**src/rtl/status_pkg.sv**
```systemverilog
// Shared condition-code and flag-index definitions for the status/condition unit
// and for any other block that evaluates condition fields, such as branch resolution.
package status_pkg;

    // Condition field encodings
    localparam logic [3:0] COND_EQ = 4'b0000;
    localparam logic [3:0] COND_NE = 4'b0001;
    localparam logic [3:0] COND_CS = 4'b0010;
    localparam logic [3:0] COND_CC = 4'b0011;
    localparam logic [3:0] COND_MI = 4'b0100;
    localparam logic [3:0] COND_PL = 4'b0101;
    localparam logic [3:0] COND_VS = 4'b0110;
    localparam logic [3:0] COND_VC = 4'b0111;
    localparam logic [3:0] COND_HI = 4'b1000;
    localparam logic [3:0] COND_LS = 4'b1001;
    localparam logic [3:0] COND_GE = 4'b1010;
    localparam logic [3:0] COND_LT = 4'b1011;
    localparam logic [3:0] COND_GT = 4'b1100;
    localparam logic [3:0] COND_LE = 4'b1101;
    localparam logic [3:0] COND_AL = 4'b1110;
    localparam logic [3:0] COND_NV = 4'b1111;

    // Bit positions inside the {N,Z,C,V} flag vector
    localparam int unsigned FLAG_N = 3;
    localparam int unsigned FLAG_Z = 2;
    localparam int unsigned FLAG_C = 1;
    localparam int unsigned FLAG_V = 0;

endpackage

```
**src/rtl/cond_eval.sv**
```systemverilog
// Purely combinational condition evaluator: decides whether a 4-bit condition
// field passes against a {N,Z,C,V} flag vector.
module cond_eval
    import status_pkg::*;
(
    input  logic [3:0] cond_i,
    input  logic [3:0] flags_i,
    output logic       pass_o
);

    logic n, z, c, v;

    assign n = flags_i[FLAG_N];
    assign z = flags_i[FLAG_Z];
    assign c = flags_i[FLAG_C];
    assign v = flags_i[FLAG_V];

    // Decode the condition field against the supplied flags
    always_comb begin
        pass_o = 1'b0;
        unique case (cond_i)
            COND_EQ: pass_o = z;
            COND_NE: pass_o = !z;
            COND_CS: pass_o = c;
            COND_CC: pass_o = !c;
            COND_MI: pass_o = n;
            COND_PL: pass_o = !n;
            COND_VS: pass_o = v;
            COND_VC: pass_o = !v;
            COND_HI: pass_o = c && !z;
            COND_LS: pass_o = !c || z;
            COND_GE: pass_o = (n == v);
            COND_LT: pass_o = (n != v);
            COND_GT: pass_o = !z && (n == v);
            COND_LE: pass_o = z || (n != v);
            COND_AL: pass_o = 1'b1;
            COND_NV: pass_o = 1'b0;
        endcase
    end

endmodule

```
**src/rtl/status_cond_unit.sv**
```systemverilog
// Program status and condition unit. Holds the architectural {N,Z,C,V} flags,
// registers whether the issued instruction executes, and feeds carry back to the ALU.
// Build option: define STATUS_FLAG_BYPASS_EN to forward the ALU flags being written
// this cycle into condition evaluation; otherwise a same-cycle dependency raises
// flag_hazard and the issue stage must hold the instruction.
module status_cond_unit
    import status_pkg::*;
(
    input  logic       clk,
    input  logic       reset,
    input  logic       alu_c,
    input  logic       alu_n,
    input  logic       alu_v,
    input  logic       alu_z,
    input  logic       s_en,
    input  logic       stall,
    input  logic [3:0] cond,
    input  logic       cond_valid,
    output logic       cond_true,
    output logic [3:0] flags_q,
    output logic       carry_q,
    output logic       flag_hazard
);

    logic [3:0] alu_flags;
    logic [3:0] eff_flags;
    logic [3:0] flags_d;
    logic       cond_pass;
    logic       cond_true_q;
    logic       cond_true_d;

    assign alu_flags = {alu_n, alu_z, alu_c, alu_v};

`ifdef STATUS_FLAG_BYPASS_EN
    // Forward the flags being written now so dependent instructions need no stall
    assign eff_flags   = s_en ? alu_flags : flags_q;
    assign flag_hazard = 1'b0;
`else
    // AL does not read flags, so it may issue alongside a flag write
    assign eff_flags   = flags_q;
    assign flag_hazard = s_en && cond_valid && (cond != COND_AL);
`endif

    cond_eval u_cond_eval (
        .cond_i  (cond),
        .flags_i (eff_flags),
        .pass_o  (cond_pass)
    );

    // Next-state for flags and cond_true; stall freezes both
    always_comb begin
        flags_d     = flags_q;
        cond_true_d = cond_true_q;
        if (!stall) begin
            if (s_en) begin
                flags_d = alu_flags;
            end
            if (flag_hazard) begin
                cond_true_d = 1'b0;
            end else begin
                cond_true_d = cond_valid && cond_pass;
            end
        end
    end

    // State registers with asynchronous active-high reset
    always_ff @(posedge clk or posedge reset) begin
        if (reset) begin
            flags_q     <= 4'b0000;
            cond_true_q <= 1'b0;
        end else begin
            flags_q     <= flags_d;
            cond_true_q <= cond_true_d;
        end
    end

    assign cond_true = cond_true_q;
    assign carry_q   = flags_q[FLAG_C];

endmodule
```
**config.mk**
```make
export PLATFORM = sky130hd
export DESIGN_NAME = status_cond_unit
export DESIGN_NICKNAME = d
export VERILOG_FILES = /design/src/rtl/status_pkg.sv /design/src/rtl/cond_eval.sv /design/src/rtl/status_cond_unit.sv
export SDC_FILE = /design/constraint.sdc
export NUM_CORES = 1
export LEC_CHECK = 0
export ABC_AREA = 1
export ABC_CLOCK_PERIOD_IN_PS = 1400
export CORE_AREA = 2 2 39 41
export CTS_CLUSTER_DIAMETER = 200
export CTS_CLUSTER_SIZE = 25
export DETAILED_ROUTE_END_ITERATION = 12
export DIE_AREA = 0 0 41 43
export SETUP_SLACK_MARGIN = 0.1
export SLEW_MARGIN = 30
export SYNTH_ARGS = -nofsm -noshare
export SYNTH_HDL_FRONTEND = slang
export SYNTH_SLANG_ARGS = --single-unit
```
**constraint.sdc**
```tcl
create_clock -name clk -period 1.4 [get_ports clk]
set_input_delay 0.14 -clock clk [delete_from_list [all_inputs] [get_ports clk]]
set_output_delay 0.14 -clock clk [all_outputs]
set_load 0.05 [all_outputs]
```
==> results of run 1 <==
final timing paths:
kind                                 start    endpoint  slack (ns)  depth (start not counted)
worst max-delay path            flags_q[3]   cond_true        0.21                         10
worst min-delay path                 reset   cond_true        0.10                          2
worst max register to register  flags_q[3]   cond_true        0.21                         10
worst min register to register   cond_true   cond_true        0.48                          2
max in group asynchronous            reset  flags_q[1]        1.11                          2
min in group clk                   cond[3]   cond_true        0.41                          5
state kept, by name (all words and copies together), names as in the netlist:
register	flops
cond_true	1
flags_q	4
cell type report:
class / instances / share of cell area (%)
Tap cell: 16 / 2.76
Timing Repair Buffer: 22 / 36.6
Clock buffer: 4 / 3.62
Multi-Input combinational cell: 51 / 31.9
Inverter: 14 / 7.24
Sequential cell: 5 / 17.9
cell usage after synthesis (all sizes together):
| library cell | instances | area share, % |
|---|---|---|
| nand3 | 11 | 13 |
| nand2 | 22 | 21 |
| dfrtp | 5 | 31 |
| inv | 13 | 12 |
| nand4 | 1 | 1.5 |
| a21oi | 5 | 6.1 |
| clkinv | 1 | 0.92 |
| buf | 1 | 1.8 |
| o21ai | 2 | 2.4 |
| nor2 | 10 | 10 |
stage by stage:
stage	total power [W]	instances	area, sq um	TNS (ns)
2_1_floorplan	0.000351	71	414	0
3_3_place_gp	0.000500	105	674	-0.0206
3_5_place_dp	0.000501	105	674	-0.0667
4_1_cts	0.000669	110	706	0
5_1_grt	0.000715	112	726	0
6_report	0.000674	112	726	0
cells by family after synthesis:
group	after synthesis
AOI/OAI and AO/OA	7
buffers and inverters	15
DFF	5
and+or+nand+nor	44
what timing repair did:
action / in CTS / in global routing
buffers inserted: 1 / 2
gates resized for setup: 6 / 3
hold endpoints to repair: 0 / 0
endpoints found under the setup margin: 1 / 1
pin swaps: 5 / 0
routing by layer:
| layer | part of all wire (%) | routed length (um) |
|---|---|---|
| met3 | 4.9 | 51 |
| met5 | 0 | 0 |
| met2 | 49 | 512 |
| met1 | 45 | 473 |
| met4 | 1.0 | 11 |
power breakdown:
part | switching, W | total, W | internal (W) | leakage, nW
registers | 0.0000230 | 0.000188 | 0.000165 | 0.0539
logic | 0.000176 | 0.000326 | 0.000150 | 0.317
clock network | 0.0000524 | 0.000160 | 0.000107 | 0.0150
total | 0.000252 | 0.000674 | 0.000423 | 0.386
==> metrics, run 1 <==
result of the run completed; count of final setup violators 0; global route overflow 0; number of clock buffers inserted by TritonCTS 3; area fraction in compound gates after synthesis roughly 8.6%; Slowest Stage Delay on Critical Path approximately 0.42 ns; largest net degree at the start of global routing 9; DRC violation count after routing 0; Max Freq roughly 0.84 GHz; clock latency on the worst-skew pair around 0.23 ns; WL per Instance just over 9 um; antenna violations before repair 0; combined buffer and inverter count along the critical path 1; share of cells above drive strength 1 a little over a quarter; height of the chip about 43 um; Hold Vio Cnt, Final 0; wire length of the first global-routing pass between 1500 and 2000 um; wire length after detailed routing ~1000 um; cell-by-cell listing of the critical path inv_2 > nand2_2 > nand2_1 > o21ai_0 > nand3_1 > nand3_1 > nand2_1 > nand2_1 > nand2_1 > nand2_1; multiplexer share of the synthesized area 0%; gr usage total between 10% and 20%; post-route worst hold slack roughly 0.1 ns; CP Data Arrival Time between 1 and 1.5 ns; post-route antenna net violation count 0; first drt pass iteration count 4; maximum capacitance violations 0; highest-delay cell along the critical path sky130_fd_sc_hd__dfrtp_2; full die area about 1800 sq um; Initial Util 29.6%; power density of the placed cells approximately 930 nW/um^2; final net count between 100 and 150; post-synthesis instance area slightly above 400 sq um; H-tree depth reported by CTS 1; clock tree from TritonCTS yes; Via Count ~500; pre-CTS setup slack -0.0447 ns; Layout Utilization 52.4%; Most common cell on crit path sky130_fd_sc_hd__nand2_1; number of clock sinks 5; basic-gate share of the synthesized area counting and, or, nand and nor cells about 46%; post-synthesis area per instance roughly 5.8 sq um; grt met2 use roughly a fifth; clock-pin slew on the worst setup and hold paths roughly 0.040 ns; family with the most delay on the worst path simple AND/OR/NAND/NOR gates; share of synthesized area occupied by flip-flops and latches a little under a third; count of hold-fix buffers inserted at cts 0; multi-input gate area in the final layout ~230 sq um; busiest grt layer met2; number of warnings reported in the yosys synthesis log 0; main combinational cell family by area after synthesis simple AND/OR/NAND/NOR gates; post-DR vias/cell 4.46; flops & latches, synth 5; Filler Cell Count 151; Synth cell types 14; category of the critical setup timing path reg -> reg; GPL Wtd Cong between 0.7 and 0.8; count of final max-slew check failures 0; library cell used as clock root buffer sky130_fd_sc_hd__clkbuf_4; DPL Wire Length between 800 and 900 um; worst path setup slack after routing around 0.21 ns; RSZ-0062 raised after global routing false; Area Overhead vs Synth 77.4%; startpoint type of the worst setup path flip-flop; Synth Area in XOR/XNOR 0%; Worst Skew around 0.0018 ns; arithmetic-cell share of the synthesized area counting full adders, half adders and majority gates 0%; number of nets produced by synthesis between 80 and 90; GR Util met1 18.6%; port bufs 19; worst hold path type in -> async; Final min period 1.19 ns; worst-path fanout max 4; highest-count cells in the layout ignoring fill and taps 21 x sky130_fd_sc_hd__nand2_1, 10 x sky130_fd_sc_hd__nand3_1, 9 x sky130_fd_sc_hd__inv_1; Antenna Diode Count 0; number of global-route vias before repair between 400 and 500; P_leak 0.386 nW; worst relative slew slack ~83%; number of buffers on the longest clock path 2; share of the clock period used by the worst path a little over four fifths; x dimension of the die ~40 um; row cnt 14; sequential cell area approximately 130 sq um; WP data required 1.52 ns; area of the core region between 1000 and 1500 sq um; top-level I/O count 20; most common library cell in the layout ignoring fill and taps sky130_fd_sc_hd__nand2_1; Worst Max-Slew Pin Slew between 0.2 and 0.3 ns; Worst setup EP type flip-flop; drt first-iter violations 5; Worst IR Drop VDD 0.542 mV; global-route track usage on met3 between 1.5 and 2%; gate count of the mapped netlist 71
Power figures use the tool's default switching activity.
==> run 2, diff against run 1 <==
Settings changed: ABC_CLOCK_PERIOD_IN_PS 1400 to 1200.
Clock period 1.4 ns to 1.2 ns, I/O delays scaled along.
==> run 2 against run 1 <==
Flip-flop and latch count stayed put. Highest routed layer unchanged. Routed wire length is 19% higher. Clock-buffer cell count stayed put. Largest power group unchanged. Sequential power is 16% higher. Global-route usage is 2.5 points higher. Final area is 13% higher.
==> metrics, run 2 (synthesis results as in run 1) <==
result of the run completed; clock-pin slew on the worst setup and hold paths 0.04 ns (about the same); Via Count 566 (+13%); Max Freq about 0.83 GHz; H-tree depth reported by CTS 1 (unchanged); Final min period ~1.2 ns; highest-count cells in the layout ignoring fill and taps 20 x sky130_fd_sc_hd__nand2_1, 12 x sky130_fd_sc_hd__buf_4, 9 x sky130_fd_sc_hd__nand3_1; worst hold path type in -> async; wire length after detailed routing 1240 um (+19%); count of final max-slew check failures 0 (unchanged); x dimension of the die 41 um (unchanged); gr usage total 16.9% (+2.5 points); number of instances in the placed design 112 (+6.7%); worst-path fanout max 4 (unchanged); max FFs per register 4 (unchanged); Hold Vio Cnt, Final 0 (unchanged); area of the core region 1380 sq um (unchanged); CP Data Arrival Time 1.08 ns (-0.23 ns); share of the clock period used by the worst path 99.9%; WL per Instance 10.3 um (+9.8%); Filler Cell Count 133 (-12%); Worst setup EP type output pin; DRC violation count after routing 0 (unchanged); WP data required 1.08 ns (-0.44 ns); port bufs 19 (unchanged); post-DR vias/cell 4.68 (+5.0%); top-level I/O count 20 (unchanged); number of buffers on the longest clock path 2 (unchanged); count of final setup violators 0 (unchanged); full die area 1760 sq um (unchanged); category of the critical setup timing path reg -> out; clock tree from TritonCTS yes; startpoint type of the worst setup path flip-flop; Area Overhead vs Synth 100%; pre-CTS setup slack -0.235 ns (-0.191 ns); library cell used as clock root buffer sky130_fd_sc_hd__clkbuf_4; GPL Wtd Cong 0.749 (+6.0%); share of cells above drive strength 1 36.2% (+9.1 points); global route overflow 0 (unchanged); Worst Max-Slew Pin Slew 0.251 ns (-0.00142 ns); power density of the placed cells 1050 nW/um^2 (+13%); antenna violations before repair 0 (unchanged); number of clock sinks 5 (unchanged); post-route antenna net violation count 0 (unchanged); first drt pass iteration count 4 (unchanged); Antenna Diode Count 0 (unchanged); maximum capacitance violations 0 (unchanged); Initial Util 29.6% (unchanged); most common library cell in the layout ignoring fill and taps sky130_fd_sc_hd__nand2_1; DPL Wire Length 953 um (+13%); clock latency on the worst-skew pair 0.24 ns (about the same); Worst Skew 0.00173 ns (-0.000103 ns); number of global-route vias before repair 529 (+11%); worst path setup slack after routing 0.00156 ns (-0.212 ns); final net count 119 (+8.2%); row cnt 14 (unchanged); non-filler instance count after layout 121 (+8.0%); worst relative slew slack 83.3% (+0.095 points); P_leak 0.440 nW (+14%); number of clock buffers inserted by TritonCTS 3 (unchanged); RSZ-0062 raised after global routing true; Setup TNS 0 ns (unchanged); height of the chip 43 um (unchanged); largest net degree at the start of global routing 9 (unchanged); Worst IR Drop VDD 0.498 mV (-8.1%); register with the most flip-flops flags_q; drt first-iter violations 7 (+2); wire length of the first global-routing pass 2070 um (+21%)
[run 2: repair_timing]
item,4_1_cts,5_1_grt
setup buffers,2,3
hold buffers,0,0
pin swaps,8,2
setup endpoints to repair,2,4
gates resized for setup,6,1
[run 2: where the power goes]
part	leakage (nW)	total (W)	internal, W	switching [W]
logic	0.372	0.000451	0.000223	0.000229
registers	0.0539	0.000218	0.000192	0.0000256
clock network	0.0150	0.000189	0.000125	0.0000639
[run 2: metal layers]
layer  share of wire, %  routed length, um  GRT usage [%]  up-vias
met1                 43                539           23.1      256
li1                   -                  -              -      291
met2                 51                628           25.6       17
met4               0.48                  6           6.00        0
met3                5.5                 68           3.14        2
met5                  0                  0              0        -
[run 2: worst max-delay path: stages (launching register included)]
cell and delay (ns):
sky130_fd_sc_hd__dfrtp_2 0.43, sky130_fd_sc_hd__buf_4 0.14, sky130_fd_sc_hd__buf_4 0.13, sky130_fd_sc_hd__buf_12 0.14
[run 2: cell type report]
type	instances	area, sq um	share of cell area (%)
flip-flops and latches	5	130	15.9
multi-input cells	51	244	29.8
well taps	16	20.0	2.45
repair buffers	31	345	42.2
clock buffers	4	26.3	3.21
inverters	14	52.6	6.42
[run 2: final timing paths]
| check | from | end | slack (ns) | depth (start not counted) |
|---|---|---|---|---|
| max in group asynchronous | reset | flags_q[2] | 0.93 | 2 |
| max reg2reg | flags_q[3] | cond_true | 0.01 | 10 |
| min | reset | flags_q[0] | 0.08 | 2 |
| max | flags_q[0] | flags_q[0] | 0.002 | 3 |
| min in group clk | cond[3] | cond_true | 0.41 | 5 |
| min reg2reg | cond_true | cond_true | 0.54 | 2 |
[run 2: per-stage QoR]
step	util, %	hold WS, ns	area [sq um]	power, W
floorplan	-	-0.102	424	0.000419
global placement	54.2	0.329	749	0.000634
detailed placement	54.2	0.336	749	0.000638
CTS	57.1	0.0798	791	0.000845
global route	59.1	0.113	818	0.000917
finish	59.1	0.0811	818	0.000858
